[src/rtl/regfile_wb_arbiter.sv]
// -----------------------------------------------------------------------------
// regfile_wb_arbiter
//
// Purpose:
//   Write-back arbiter and pending-write scoreboard for the 32x32 register
//   file. NREQ write-back requesters share the register file's single write
//   port. Arbitration is round-robin and the write-port drive is registered.
//   A 32-bit scoreboard records destination registers that have been issued
//   but not yet written back, so the issue stage can see RAW hazards on
//   Rs1/Rs2.
//
// Ports:
//   clk          rising-edge clock
//   rst          synchronous, active-high reset
//   req_valid    [NREQ]        requester i has a write-back pending
//   req_ready    [NREQ]        one-hot grant; transfer when valid & ready
//   req_rd       [5*NREQ]      destination of requester i at [5i+4:5i]
//   req_data     [XLEN*NREQ]   data of requester i at [XLEN*i +: XLEN]
//   RegWrite                   register-file write enable (registered)
//   Rd           [5]           register-file write address (registered)
//   Write_data   [XLEN]        register-file write data (registered)
//   issue_valid                instruction issued this cycle with a destination
//   issue_rd     [5]           destination of the issued instruction
//   Rs1, Rs2     [5]           source registers queried by the issue stage
//   busy1, busy2               Rs1/Rs2 has a pending write (combinational)
// -----------------------------------------------------------------------------
module regfile_wb_arbiter #(
   parameter int unsigned NREQ = 3,
   parameter int unsigned XLEN = 32
) (
   input  logic                   clk,
   input  logic                   rst,
   input  logic [NREQ-1:0]        req_valid,
   output logic [NREQ-1:0]        req_ready,
   input  logic [5*NREQ-1:0]      req_rd,
   input  logic [XLEN*NREQ-1:0]   req_data,
   output logic                   RegWrite,
   output logic [4:0]             Rd,
   output logic [XLEN-1:0]        Write_data,
   input  logic                   issue_valid,
   input  logic [4:0]             issue_rd,
   input  logic [4:0]             Rs1,
   input  logic [4:0]             Rs2,
   output logic                   busy1,
   output logic                   busy2
);

   localparam int unsigned PW = (NREQ > 1) ? $clog2(NREQ) : 1;

   // Round-robin pointer: requester with highest priority this cycle.
   logic [PW-1:0]   ptr_q, ptr_d;

   // Arbitration results.
   logic [NREQ-1:0] gnt;
   logic            gnt_any;
   logic [4:0]      gnt_rd;
   logic [XLEN-1:0] gnt_data;

   // Registered write-port drive.
   logic            wr_en_q, wr_en_d;
   logic [4:0]      wr_rd_q, wr_rd_d;
   logic [XLEN-1:0] wr_data_q, wr_data_d;

   // Pending-write scoreboard, bit 0 is never set.
   logic [31:0]     pending_q, pending_d;

   // --------------------------------------------------------------------------
   // Arbitration: scan from ptr upward modulo NREQ, first valid wins.
   // Grants are suppressed while rst is high.
   // --------------------------------------------------------------------------
   always_comb begin : arbiter
      logic [PW-1:0] idx;
      gnt     = '0;
      gnt_any = 1'b0;
      ptr_d   = ptr_q;
      idx     = '0;
      if (!rst) begin
         for (int unsigned k = 0; k < NREQ; k++) begin
            idx = PW'((32'(ptr_q) + k) % NREQ);
            if (!gnt_any && req_valid[idx]) begin
               gnt_any  = 1'b1;
               gnt[idx] = 1'b1;
               ptr_d    = PW'((32'(idx) + 1) % NREQ);
            end
         end
      end
   end

   // One-hot mux of the granted requester's destination and data.
   always_comb begin : grant_mux
      gnt_rd   = '0;
      gnt_data = '0;
      for (int unsigned i = 0; i < NREQ; i++) begin
         if (gnt[i]) begin
            gnt_rd   = req_rd[5*i +: 5];
            gnt_data = req_data[XLEN*i +: XLEN];
         end
      end
   end

   assign req_ready = gnt;

   // --------------------------------------------------------------------------
   // Write-port next state. A grant to x0 is still accepted but never
   // asserts the write enable. Without a grant the address/data hold.
   // --------------------------------------------------------------------------
   always_comb begin : wr_next
      wr_en_d   = 1'b0;
      wr_rd_d   = wr_rd_q;
      wr_data_d = wr_data_q;
      if (gnt_any) begin
         wr_en_d   = (gnt_rd != 5'd0);
         wr_rd_d   = gnt_rd;
         wr_data_d = gnt_data;
      end
   end

   // --------------------------------------------------------------------------
   // Scoreboard next state. Clear happens on the edge the register file
   // commits; a same-cycle issue to the same register is applied afterwards
   // so the set wins.
   // --------------------------------------------------------------------------
   always_comb begin : sb_next
      pending_d = pending_q;
      if (wr_en_q) begin
         pending_d[wr_rd_q] = 1'b0;
      end
      if (issue_valid && (issue_rd != 5'd0)) begin
         pending_d[issue_rd] = 1'b1;
      end
      pending_d[0] = 1'b0;
   end

   always_ff @(posedge clk) begin
      if (rst) begin
         ptr_q     <= '0;
         wr_en_q   <= 1'b0;
         wr_rd_q   <= '0;
         wr_data_q <= '0;
         pending_q <= '0;
      end else begin
         ptr_q     <= ptr_d;
         wr_en_q   <= wr_en_d;
         wr_rd_q   <= wr_rd_d;
         wr_data_q <= wr_data_d;
         pending_q <= pending_d;
      end
   end

   assign RegWrite   = wr_en_q;
   assign Rd         = wr_rd_q;
   assign Write_data = wr_data_q;

   assign busy1 = pending_q[Rs1];
   assign busy2 = pending_q[Rs2];

endmodule

[config.mk]
export PLATFORM = sky130hd
export DESIGN_NAME = regfile_wb_arbiter
export DESIGN_NICKNAME = d
export VERILOG_FILES = /design/src/rtl/regfile_wb_arbiter.sv
export SDC_FILE = /design/constraint.sdc
export NUM_CORES = 1
export LEC_CHECK = 0
export ABC_AREA = 0
export CAP_MARGIN = 20
export CELL_PAD_IN_SITES_DETAIL_PLACEMENT = 0
export CELL_PAD_IN_SITES_GLOBAL_PLACEMENT = 1
export CORE_MARGIN = 5
export CORE_UTILIZATION = 31
export DETAILED_ROUTE_END_ITERATION = 10
export GPL_TIMING_DRIVEN = 0
export PLACE_DENSITY = 0.8
export SKIP_CTS_REPAIR_TIMING = 1
export SLEW_MARGIN = 10
export SYNTH_ARGS = -nofsm -noshare
export SYNTH_HDL_FRONTEND = slang
export SYNTH_SLANG_ARGS = --single-unit
export TNS_END_PERCENT = 5
[constraint.sdc]
create_clock -name clk -period 3.2 [get_ports clk]
set_clock_uncertainty 0.2 [all_clocks]
set_input_delay 0.64 -clock clk [delete_from_list [all_inputs] [get_ports clk]]
set_output_delay 0.64 -clock clk [all_outputs]
set_load 0.02 [all_outputs]
== Yosys cells after proc, flatten, opt, wreduce, memory -nomap -nowiden ==
Cells that the tools add are included.
Word-level totals
  flip-flop bits (word level): 72
  bits in latches: 0
  RAM bits: 0
  bits in read-only memories: 0
  input port bits: 132
  logic and storage cells: 92
  memories kept: 0
Operators by class
  $add $sub $neg: 5
  multipliers: 0
  div/mod/pow operators: 6
  $lt $le $gt $ge: 12
  equal/unequal tests: 0
  shift-type cells: 0
  mux-type cells: 43
  bitwise operators: 6
  reductions and logical operators: 14
Operator list (number)
  $mod A32 B2 Y32 const B: 5
  $mux W32: 5
  $and A32 B32 Y32: 1
  $mod A2 B2 Y32 const B: 1
  $not A32 Y32: 1
  $or A32 B32 Y32: 1
  $lt A5 B6 Y1 const B: 4
  $mux W3: 6
  $mux W1: 16
  $mux W5: 3
  $add A2 B1 Y3 const B: 4
  $bmux W1 S5: 2
  $demux W1 S5: 2
  $ge A5 B1 Y1 const B: 2
  $reduce_bool A5 Y1: 2
  $lt A2 B3 Y1 const B: 3
  $logic_and A1 B1 Y1: 8
  $bmux W1 S2: 3
  $demux W1 S2: 3
  $ge A2 B1 Y1 const B: 3
  $mux W2: 3
  $or A3 B3 Y3: 2
  $add A2 B2 Y3 const B: 1
  $reduce_bool A3 Y1: 1
  3 further kinds: 4

== Depth between registers and ports, before layout ==
Gate-level depths: netlist of the first run.
  depth in word-level cells: 17
  gate-level depth with buffers: 12
  depth with buffers taken out: 10

== Least setup slack after synthesis of the first run ==
OpenSTA, ideal clock, no wires.
  path type: input-to-output
  from: in Rs1[0]
  to: out busy1
  arrival time: 2.375 ns
  slack: -0.015 ns
  stages on the path: 4
  path through: clkbuf_1 -> mux4_2 -> mux4_2 -> mux2_2
On the way
  word-level cells in the longest chain between the ends: 2
Ends and longest elaborated chain
  start, declared: RTL line 42  | input logic [4:0] Rs1,
  $bmux W1 S5: RTL line 154  | assign busy1 = pending_q[Rs1];
  $mux W1 (not written as such): RTL line 154
  end, declared: RTL line 44  | output logic busy1,
Every way passes these cells. The select of a mux whose other input is x is not followed.

== Worst setup path after layout of the first run ==
  from: reg ptr_q[1]
  to: out req_ready[2]
On the way
  word-level cells in the longest chain between the ends: 13
  elaborated cells on any way between the ends: 42
Ends and longest elaborated chain
  start, declared: RTL line 51  | logic [PW-1:0] ptr_q, ptr_d;
  start signal, assigned: RTL line 142  | ptr_q <= ptr_d;
  branches (longest 11 deep; another with $mod A32 B2 Y32)
  $mux W3 (*): RTL line 80  | if (!gnt_any && req_valid[idx]) begin
  $mux W3 (*): RTL line 77  | if (!rst) begin
  end, declared: RTL line 34  | output logic [NREQ-1:0] req_ready,
Mark *: on every way between the ends. The select of a mux whose other input is x is not followed.

==> results by group, run 1 <==
Global routing
  • Grt ovf: 0
  • Total track usage: 19.74%
  • First-pass GRT wire length: 25780 um
  • Largest net degree at the start of global routing: 14
  • Initial antenna violation count: 0
  • Vias in the first global route: 5054

Setup path
  • Kind of critical path: reg -> out
  • Req. time, crit path: 2360 ps
  • Arrival time worst endpoint: 2420 ps
  • Worst flop-to-flop path startpoint: ptr_q[1]
  • Reg2Reg Depth: 9
  • CP endpoint kind: output port
  • Maximum fanout along the worst path: 10
  • Reg2reg end: Write_data[1]
  • R2R setup slack: 360 ps
  • Critical Path Start Type: flip-flop

Cells and area
  • Share of cells above drive strength 1: 12.34%
  • Antenna diodes: 0
  • Filler cell count: 1359
  • Commonest cells after routing, fill and taps aside: clkdlybuf4s50_1 (161), dfxtp_1 (69), nand2_1 (49), nor2_1 (45), o21ai_0 (39)
  • Most common cell after layout, fill and taps aside: clkdlybuf4s50_1
  • Area growth from synthesis to layout: 54.64%
  • Final nets: 829
  • Fin area: 0.006615 sq mm

STA
  • Final setup fails: 1
  • Fin worst setup slack: -61.57 ps
  • RSZ-0062 raised after global routing: yes
  • Final period util: 101.9%
  • Slew Viols, Final: 0
  • Final hold vios: 0
  • Worst rel slew slack: 27.12%
  • Final setup TNS: -61.57 ps
  • WHS: 256.9 ps
  • Min Tclk post-route: 3262 ps
  • Worst Tran Pin Value: 1091 ps
  • Fmax: 0.3066 GHz

Placed design
  • IO Port Bufs: 168
  • Placement Cell Area: 0.006186 sq mm
  • Final Wtd Congestion: 0.8784
  • Hpwl dp: 12660 um
  • Place WS: -751.0 ps

Clock tree
  • Clock buffer depth: 2
  • Clock transition at path regs: 60 ps
  • # H-tree levels: 3
  • CTS tree: built
  • Clk sink count: 71
  • Skew-Pair Late Insertion Delay: 330 ps
  • CTS Buf Count: 9
  • Clock root cell: clkbuf_16

Synthesis
  • Sequential fraction of the synthesis area: 33.23%
  • Number of synthesized flops with an enable pin: 0
  • Synth Cell Area: 0.004278 sq mm
  • Syn_area_per_cell: 8.372 sq um
  • Post-synth ARST share: 0%
  • Ys Warns: 0
  • Cells after synthesis: 511
  • Distinct cells, synth: 55
  • Synth Register Bits: 71
  • Primary FF master, synth: dfxtp_1
  • Net Count, Synth: 648

Floorplan
  • Core Region: 0.01372 sq mm
  • Chip Height: 127.5 um
  • IO Count: 175
  • Rows: 43
  • Die area: 0.01625 sq mm
  • Die X: 127.5 um
  • Starting Density: 31.18%

Pwr
  • Peak VDD IR: 347.7 uV
  • Total Power: 5.323 mW
  • PD cells: 804.7 mW/mm^2
  • Leakage: 2.395 nW

Drt
  • Remaining DRCs: 0
  • WL per Instance: 18.53 um
  • DRT iter0 DRCs: 251
  • Antenna-violating nets left: 0
  • Via count: 4753
  • Via-per-instance ratio: 5.420
  • Final wirelength: 16250 um
  • 1st-pass router iterations: 5

Status
  • Status: finished with violations
  • Failing checks: negative setup slack

Worst hold path
  • Hold depth: 2
  • Hold/Removal Path Class: reg -> reg
  • Hold Path End: Write_data[13]
  • Hold Path Origin: Write_data[13]

Job
  • MaxCap Viol Count: 0
critical path: stages (launching register included):
cell and delay (ps):
dfxtp_4 370, inv_1 60, ha_2 200, buf_4 190, nand3b_1 220, o22ai_2 160, o21ai_4 130, or2b_4 320
inv_6 110, buf_6 150, buf_2 170
flip-flops by register name (all words and copies together), names as in the netlist:
signal	flops
pending_q	31
RegWrite	1
Write_data	32
ptr_q	2
Rd	5
cell type report:
| class | instances | area (sq um) | share of cell area, % |
|---|---|---|---|
| Multi-Input combinational cell | 392 | 2681 | 40.53 |
| Timing Repair Buffer | 170 | 1702 | 25.72 |
| Sequential cell | 71 | 1426 | 21.56 |
| Clock buffer | 9 | 225.2 | 3.405 |
| Tap cell | 180 | 225.2 | 3.405 |
| Buffer | 40 | 222.7 | 3.367 |
| Clock inverter | 7 | 97.59 | 1.475 |
| Inverter | 8 | 35.03 | 0.5296 |
synthesized netlist by cell type, drive strengths merged (14+ instances only):
| master | number | area, sq um |
|---|---|---|
| clkbuf | 26 | 97.59 |
| a31oi | 33 | 206.5 |
| mux4 | 18 | 405.4 |
| dfxtp | 71 | 1421 |
| nand3 | 35 | 175.2 |
| nand2 | 49 | 183.9 |
| nor2 | 45 | 168.9 |
| a21boi | 33 | 247.7 |
| o21ai | 71 | 366.6 |
| buf | 14 | 98.83 |
| a21oi | 34 | 170.2 |
cells by family (layout without fill, tap and decap cells):
group / Yosys count / count (layout) / share of synthesized area (%)
AOI/OAI and AO/OA: 194 / 194 / 29.02
DFF: 71 / 71 / 33.23
muxes: 29 / 29 / 12.20
and+or+nand+nor: 164 / 164 / 18.75
adders and majority gates: 5 / 5 / 1.462
buffers and inverters: 48 / 234 / 5.352
through the flow:
step                util, %  cells
floorplan                 -    511
global placement      45.09    859
detailed placement    45.09    859
CTS                   47.44    875
global route          48.22    877
finish                48.22    877
per-layer routing:
metal | share of wire [%] | vias to the layer above | track usage (%)
met5 | 0 | - | 0
met4 | 3.2 | 0 | 8.013
met3 | 9.3 | 40 | 7.316
met2 | 48 | 209 | 33.63
met1 | 39 | 2238 | 22.29
li1 | - | 2266 | -
power breakdown:
group          internal [mW]  switching [mW]  total [mW]
logic                   1.33            1.67        3.00
registers               1.11           0.133        1.24
clock network          0.683           0.404        1.09
worst max path at each step:
stage            startpoint           end  slack [ps]  cells past startpoint
2_1_floorplan        Rs2[0]         busy2         -10                      4
3_3_place_gp   req_valid[2]  req_ready[2]        -730                      8
3_5_place_dp   req_valid[2]  req_ready[2]        -750                      8
4_1_cts        req_valid[2]  req_ready[2]        -760                      8
5_1_grt            ptr_q[0]  req_ready[2]        -190                     10
6_report           ptr_q[1]  req_ready[2]         -60                     10
No activity file was read; power rests on OpenSTA's default activity.
==> run 2, diff against run 1 <==
--- a/config.mk
+++ b/config.mk
@@ -6,14 +6,14 @@
 export NUM_CORES = 1
 export LEC_CHECK = 0
 export ABC_AREA = 0
-export CAP_MARGIN = 20
+export CAP_MARGIN = 0
 export CELL_PAD_IN_SITES_DETAIL_PLACEMENT = 0
 export CELL_PAD_IN_SITES_GLOBAL_PLACEMENT = 1
 export CORE_MARGIN = 5
 export CORE_UTILIZATION = 31
 export DETAILED_ROUTE_END_ITERATION = 10
 export GPL_TIMING_DRIVEN = 0
-export PLACE_DENSITY = 0.8
+export PLACE_DENSITY_LB_ADDON = 0.1
 export SKIP_CTS_REPAIR_TIMING = 1
 export SLEW_MARGIN = 10
 export SYNTH_ARGS = -nofsm -noshare
==> run 2 against run 1 <==
  * The flow now finishes without violations
  * Non-clock buffer count rose by 6
  * Register-to-register slack lost 90 ps
  * Clock-buffer cell count is 2 higher
  * Die area did not move
  * Critical path type unchanged
  * Global-route usage increased by 0.27 points
  * Worst hold slack about the same
  * Clock power about the same
  * Cell count grew 0.57%
  * Sequential share of layout area fell by 0.18 points
  * Critical endpoint is now req_ready[1]
  * Flip-flop and latch count did not move
==> results by group, run 2 (synthesized netlist as in run 1, its figures left out) <==
Pwr
  • Leakage: 2.428 nW
  • PD cells: 814.3 mW/mm^2
  • Net switching power: 2.213 mW
  • Combinational share of power: 57.1%
  • Sequential power share: 23.0%
  • Sw frac: 40.74%
  • Int Power: 3.219 mW
  • Peak VDD IR: 357.1 uV
  • Clock power share: 20.0%

Clock tree
  • CTS tree: built
  • Clock root cell: clkbuf_16
  • Clock buffer depth: 2
  • Clk sink count: 71
  • # H-tree levels: 3
  • Clock transition at path regs: 50 ps
  • Skew-Pair Late Insertion Delay: 340 ps
  • CTS Buf Count: 9

Setup path
  • Buffers plus inverters on the worst setup path: 4
  • Req. time, crit path: 2360 ps
  • Worst flop-to-flop path startpoint: ptr_q[0]
  • Maximum fanout along the worst path: 10
  • Critical Path Start Type: flip-flop
  • Kind of critical path: reg -> out
  • CP max stage delay: 370 ps
  • Reg2Reg Depth: 10
  • Delay-heaviest family, CP: buffers and inverters
  • R2R setup slack: 270 ps
  • CP endpoint kind: output port
  • Cells along the critical path: inv_1, ha_2, buf_6, nor4b_4, a31oi_4, o221ai_4, buf_6, and2_4, buf_6
  • Reg2reg end: Write_data[20]
  • CP max stage cell: dfxtp_4
  • Arrival time worst endpoint: 2310 ps
  • CP most frequent cell: buf_6

STA
  • Slew Viols, Final: 0
  • Final period util: 98.49%
  • RSZ-0062 raised after global routing: yes
  • Worst rel slew slack: 20.90%
  • Final hold vios: 0
  • WHS: 256.6 ps
  • Final setup fails: 0
  • Fmax: 0.3173 GHz
  • Worst Tran Pin Value: 1184 ps
  • Min Tclk post-route: 3152 ps
  • Final setup TNS: 0 ps

Cells and area
  • Area growth from synthesis to layout: 55.95%
  • Antenna diodes: 0
  • Share of cells above drive strength 1: 12.96%
  • Post-Layout Cell Count: 882
  • Final core utilization: 48.63%
  • Number of flip-flops in the largest register: 32
  • Final nets: 835
  • Most common cell after layout, fill and taps aside: clkdlybuf4s50_1
  • Commonest cells after routing, fill and taps aside: clkdlybuf4s50_1 (161), dfxtp_1 (69), nand2_1 (49), nor2_1 (45), o21ai_0 (39)

Drt
  • Remaining DRCs: 0
  • DRT iter0 DRCs: 252
  • WL per Instance: 18.71 um
  • Final wirelength: 16510 um
  • Via-per-instance ratio: 5.279
  • 1st-pass router iterations: 7
  • Via count: 4656
  • Antenna-violating nets left: 0

Floorplan
  • Core Region: 0.01372 sq mm
  • Die X: 127.5 um
  • Starting Density: 31.18%
  • Die area: 0.01625 sq mm
  • Chip Height: 127.5 um
  • Rows: 43
  • IO Count: 175

Global routing
  • Vias in the first global route: 4689
  • Initial antenna violation count: 1
  • Met2 GRT Util: 32.52%
  • Largest net degree at the start of global routing: 12
  • Met1 usage: 23.61%
  • First-pass GRT wire length: 25330 um
  • Grt met3 use: 9.239%
  • Grt ovf: 0
  • Total track usage: 20.01%
  • Most used routing layer: met2

Placed design
  • IO Port Bufs: 168
  • Hpwl dp: 12690 um
  • Final Wtd Congestion: 0.8373
  • Cell count after placement: 859

Status
  • Status: complete, no violations

Worst hold path
  • Hold depth: 2
  • Hold/Removal Path Class: reg -> reg
  • Hold Path Origin: Write_data[28]
  • Hold Path End: Write_data[28]

Job
  • MaxCap Viol Count: 0
-- run 2: worst max-delay path by stage --
stage / from / end / slack, ps / cells past startpoint
floorplan: Rs2[0] / busy2 / -10 / 4
CTS: Rs2[0] / busy2 / -770 / 5
global route: ptr_q[1] / req_ready[1] / -30 / 9
global placement: req_valid[2] / req_ready[2] / -740 / 8
finish: ptr_q[1] / req_ready[1] / 50 / 9
detailed placement: Rs2[0] / busy2 / -770 / 5
-- run 2: metal layers --
layer	up-vias	routed length, um
li1	2267	-
met1	2176	6703
met2	189	7849
met3	22	1641
met4	2	290
met5	-	20
-- run 2: stage by stage --
stage / setup slack (ps) / total power [mW] / area (sq um)
2_1_floorplan: -14.80 / 3.092 / 4279
3_3_place_gp: -736.8 / 4.140 / 6186
3_5_place_dp: -770.9 / 4.167 / 6186
4_1_cts: -769.3 / 5.260 / 6499
5_1_grt: -31.30 / 5.800 / 6671
6_report: 48.44 / 5.432 / 6671
-- run 2: worst min-delay path, stage by stage (launching register included) --
cell and delay [ps]:
dfxtp_1 310, nand3_1 50, o21ai_1 50
-- run 2: final cells by class --
type	instances	area, sq um
timing repair buffer	177	1760
multi-input combinational	392	2693
tap	180	225.2
clock inverter	4	70.07
fill	1381	7048
buffer	39	216.5
inverter	8	37.54
sequential	71	1426
clock buffer	11	242.7
-- run 2: power groups by stage --
stage          registers [mW]  clock network, mW  logic, mW
3_5_place_dp             1.25                  0       2.91
3_3_place_gp             1.25                  0       2.89
6_report                 1.25               1.09       3.10
4_1_cts                  1.24               1.10       2.92
2_1_floorplan            1.44                  0       1.66
5_1_grt                  1.28               1.13       3.39
==> run 3, diff against run 2 <==
==> constraint.sdc (replaced) <==
create_clock -name clk -period 2.9 [get_ports clk]
set_clock_uncertainty 0.2 [all_clocks]
set_input_delay 0.58 -clock clk [delete_from_list [all_inputs] [get_ports clk]]
set_output_delay 0.58 -clock clk [all_outputs]
set_load 0.02 [all_outputs]
==> run 3 against run 2 <==
  * The flow now finishes with violations (negative setup slack)
  * Highest routed layer unchanged
  * Setup slack got worse by 150 ps
  * Clock-buffer cell count unchanged
  * Via count increased by 0.92%
  * Worst hold slack about the same
==> results by group, run 3 (synthesized netlist as in run 1, its figures left out) <==
STA
  • Fmax: 0.3327 GHz
  • Slew Viols, Final: 0
  • Min Tclk post-route: 3006 ps
  • RSZ-0062 raised after global routing: yes
  • Final setup TNS: -351.4 ps
  • Worst rel slew slack: 19.89%
  • Fin worst setup slack: -105.8 ps
  • Final setup fails: 7
  • Final period util: 103.6%
  • Worst Tran Pin Value: 1199 ps
  • Final hold vios: 0

Setup path
  • Arrival time worst endpoint: 2230 ps
  • Kind of critical path: reg -> out
  • R2R setup slack: -40 ps
  • CP max stage cell: dfxtp_4
  • CP max stage delay: 390 ps
  • Cells along the critical path: inv_4, ha_4, buf_8, nand3b_1, o32ai_2, o21ai_4, or2b_4, inv_8, buf_8, buf_6
  • Worst flop-to-flop path startpoint: ptr_q[0]
  • Critical Path Start Type: flip-flop
  • Req. time, crit path: 2120 ps
  • Maximum fanout along the worst path: 7
  • CP most frequent cell: buf_8
  • CP endpoint kind: output port
  • Worst setup startpoint: ptr_q[0]

Job
  • MaxCap Viol Count: 0

Drt
  • 1st-pass router iterations: 4
  • Final wirelength: 16710 um
  • Via count: 4699
  • Remaining DRCs: 0
  • Antenna-violating nets left: 0
  • DRT iter0 DRCs: 253
  • WL per Instance: 18.63 um
  • Via-per-instance ratio: 5.239

Placed design
  • Place WS: -950.9 ps
  • Final Wtd Congestion: 0.8373
  • IO Port Bufs: 168
  • Cell count after placement: 859
  • Hpwl dp: 12690 um

Global routing
  • Initial antenna violation count: 1
  • Largest net degree at the start of global routing: 12
  • First-pass GRT wire length: 25330 um
  • Total track usage: 20.01%
  • Grt ovf: 0
  • Vias in the first global route: 4689

Floorplan
  • Die area: 0.01625 sq mm
  • Chip Height: 127.5 um
  • Starting Density: 31.18%
  • Die X: 127.5 um
  • IO Count: 175
  • Rows: 43
  • Core Region: 0.01372 sq mm

Status
  • Failing checks: negative setup slack
  • Status: finished with violations

Clock tree
  • # H-tree levels: 3
  • Clk sink count: 71
  • Skew-Pair Late Insertion Delay: 340 ps
  • CTS tree: built
  • CTS Buf Count: 9
  • Clock transition at path regs: 50 ps
  • Clock root cell: clkbuf_16
  • Clock buffer depth: 2

Pwr
  • Peak VDD IR: 394.9 uV
  • Total Power: 6.238 mW
  • Int Power: 3.722 mW
  • PD cells: 909.8 mW/mm^2
  • Clock power share: 19.1%
  • Combinational share of power: 58.6%
  • Sequential power share: 22.3%
  • Leakage: 2.499 nW
  • Net switching power: 2.517 mW
  • Sw frac: 40.34%

Cells and area
  • Filler cell count: 1359
  • Final nets: 850
  • Post-Layout Cell Count: 897
  • Share of cells above drive strength 1: 15.48%
  • Commonest cells after routing, fill and taps aside: clkdlybuf4s50_1 (161), dfxtp_1 (69), nand2_1 (49), nor2_1 (45), o21ai_0 (39)
  • Area growth from synthesis to layout: 60.28%
  • Antenna diodes: 0
  • Most common cell after layout, fill and taps aside: clkdlybuf4s50_1
  • Number of flip-flops in the largest register: 32

Worst hold path
  • Hold/Removal Path Class: reg -> reg
  • Hold Path Origin: Write_data[28]
-- run 3: critical path: cells and delay by family, from the launching register on --
family          cells  cell delay (ps)
buf+inv             5              460
simple gates        2              410
flops               1              390
compound gates      2              330
fa+ha+maj           1              300
-- run 3: stage by stage --
step / hold WS (ps) / area [sq um] / utilization [%]
finish: 256.6 / 6857 / 49.98
global placement: 247.1 / 6186 / 45.09
detailed placement: 252.6 / 6186 / 45.09
global route: 277.2 / 6857 / 49.98
floorplan: 259.8 / 4279 / -
CTS: 258.8 / 6499 / 47.37
-- run 3: path summary, 6_finish.rpt --
kind,end,cells after the start
max,req_ready[2],10
min,Write_data[28],2
max reg2reg,Write_data[20],10
min reg2reg,Write_data[28],2
-- run 3: final cells by class --
| type | count | area, sq um | share of cell area (%) |
|---|---|---|---|
| Buffer | 40 | 264.0 | 3.850 |
| Clock buffer | 11 | 242.7 | 3.540 |
| Clock inverter | 4 | 70.07 | 1.022 |
| Inverter | 8 | 42.54 | 0.6204 |
| Multi-Input combinational cell | 392 | 2723 | 39.71 |
| Sequential cell | 71 | 1429 | 20.84 |
| Tap cell | 180 | 225.2 | 3.285 |
| Timing Repair Buffer | 191 | 1861 | 27.13 |
-- run 3: power groups by stage --
| stage | Combinational (mW) | Sequential (mW) | Clock, mW |
|---|---|---|---|
| finish | 3.65 | 1.39 | 1.19 |
| global route | 3.97 | 1.42 | 1.25 |
| CTS | 3.22 | 1.37 | 1.21 |
| detailed placement | 3.22 | 1.38 | 0 |
| global placement | 3.19 | 1.38 | 0 |
| floorplan | 1.83 | 1.59 | 0 |
-- run 3: layer usage --
| metal | GRT usage (%) | part of all wire, % | vias to the layer above |
|---|---|---|---|
| met5 | 0 | 0.12 | - |
| met4 | 6.120 | 1.7 | 2 |
| met3 | 9.239 | 9.6 | 22 |
| met2 | 32.52 | 48 | 171 |
| met1 | 23.61 | 41 | 2204 |
| li1 | - | - | 2300 |
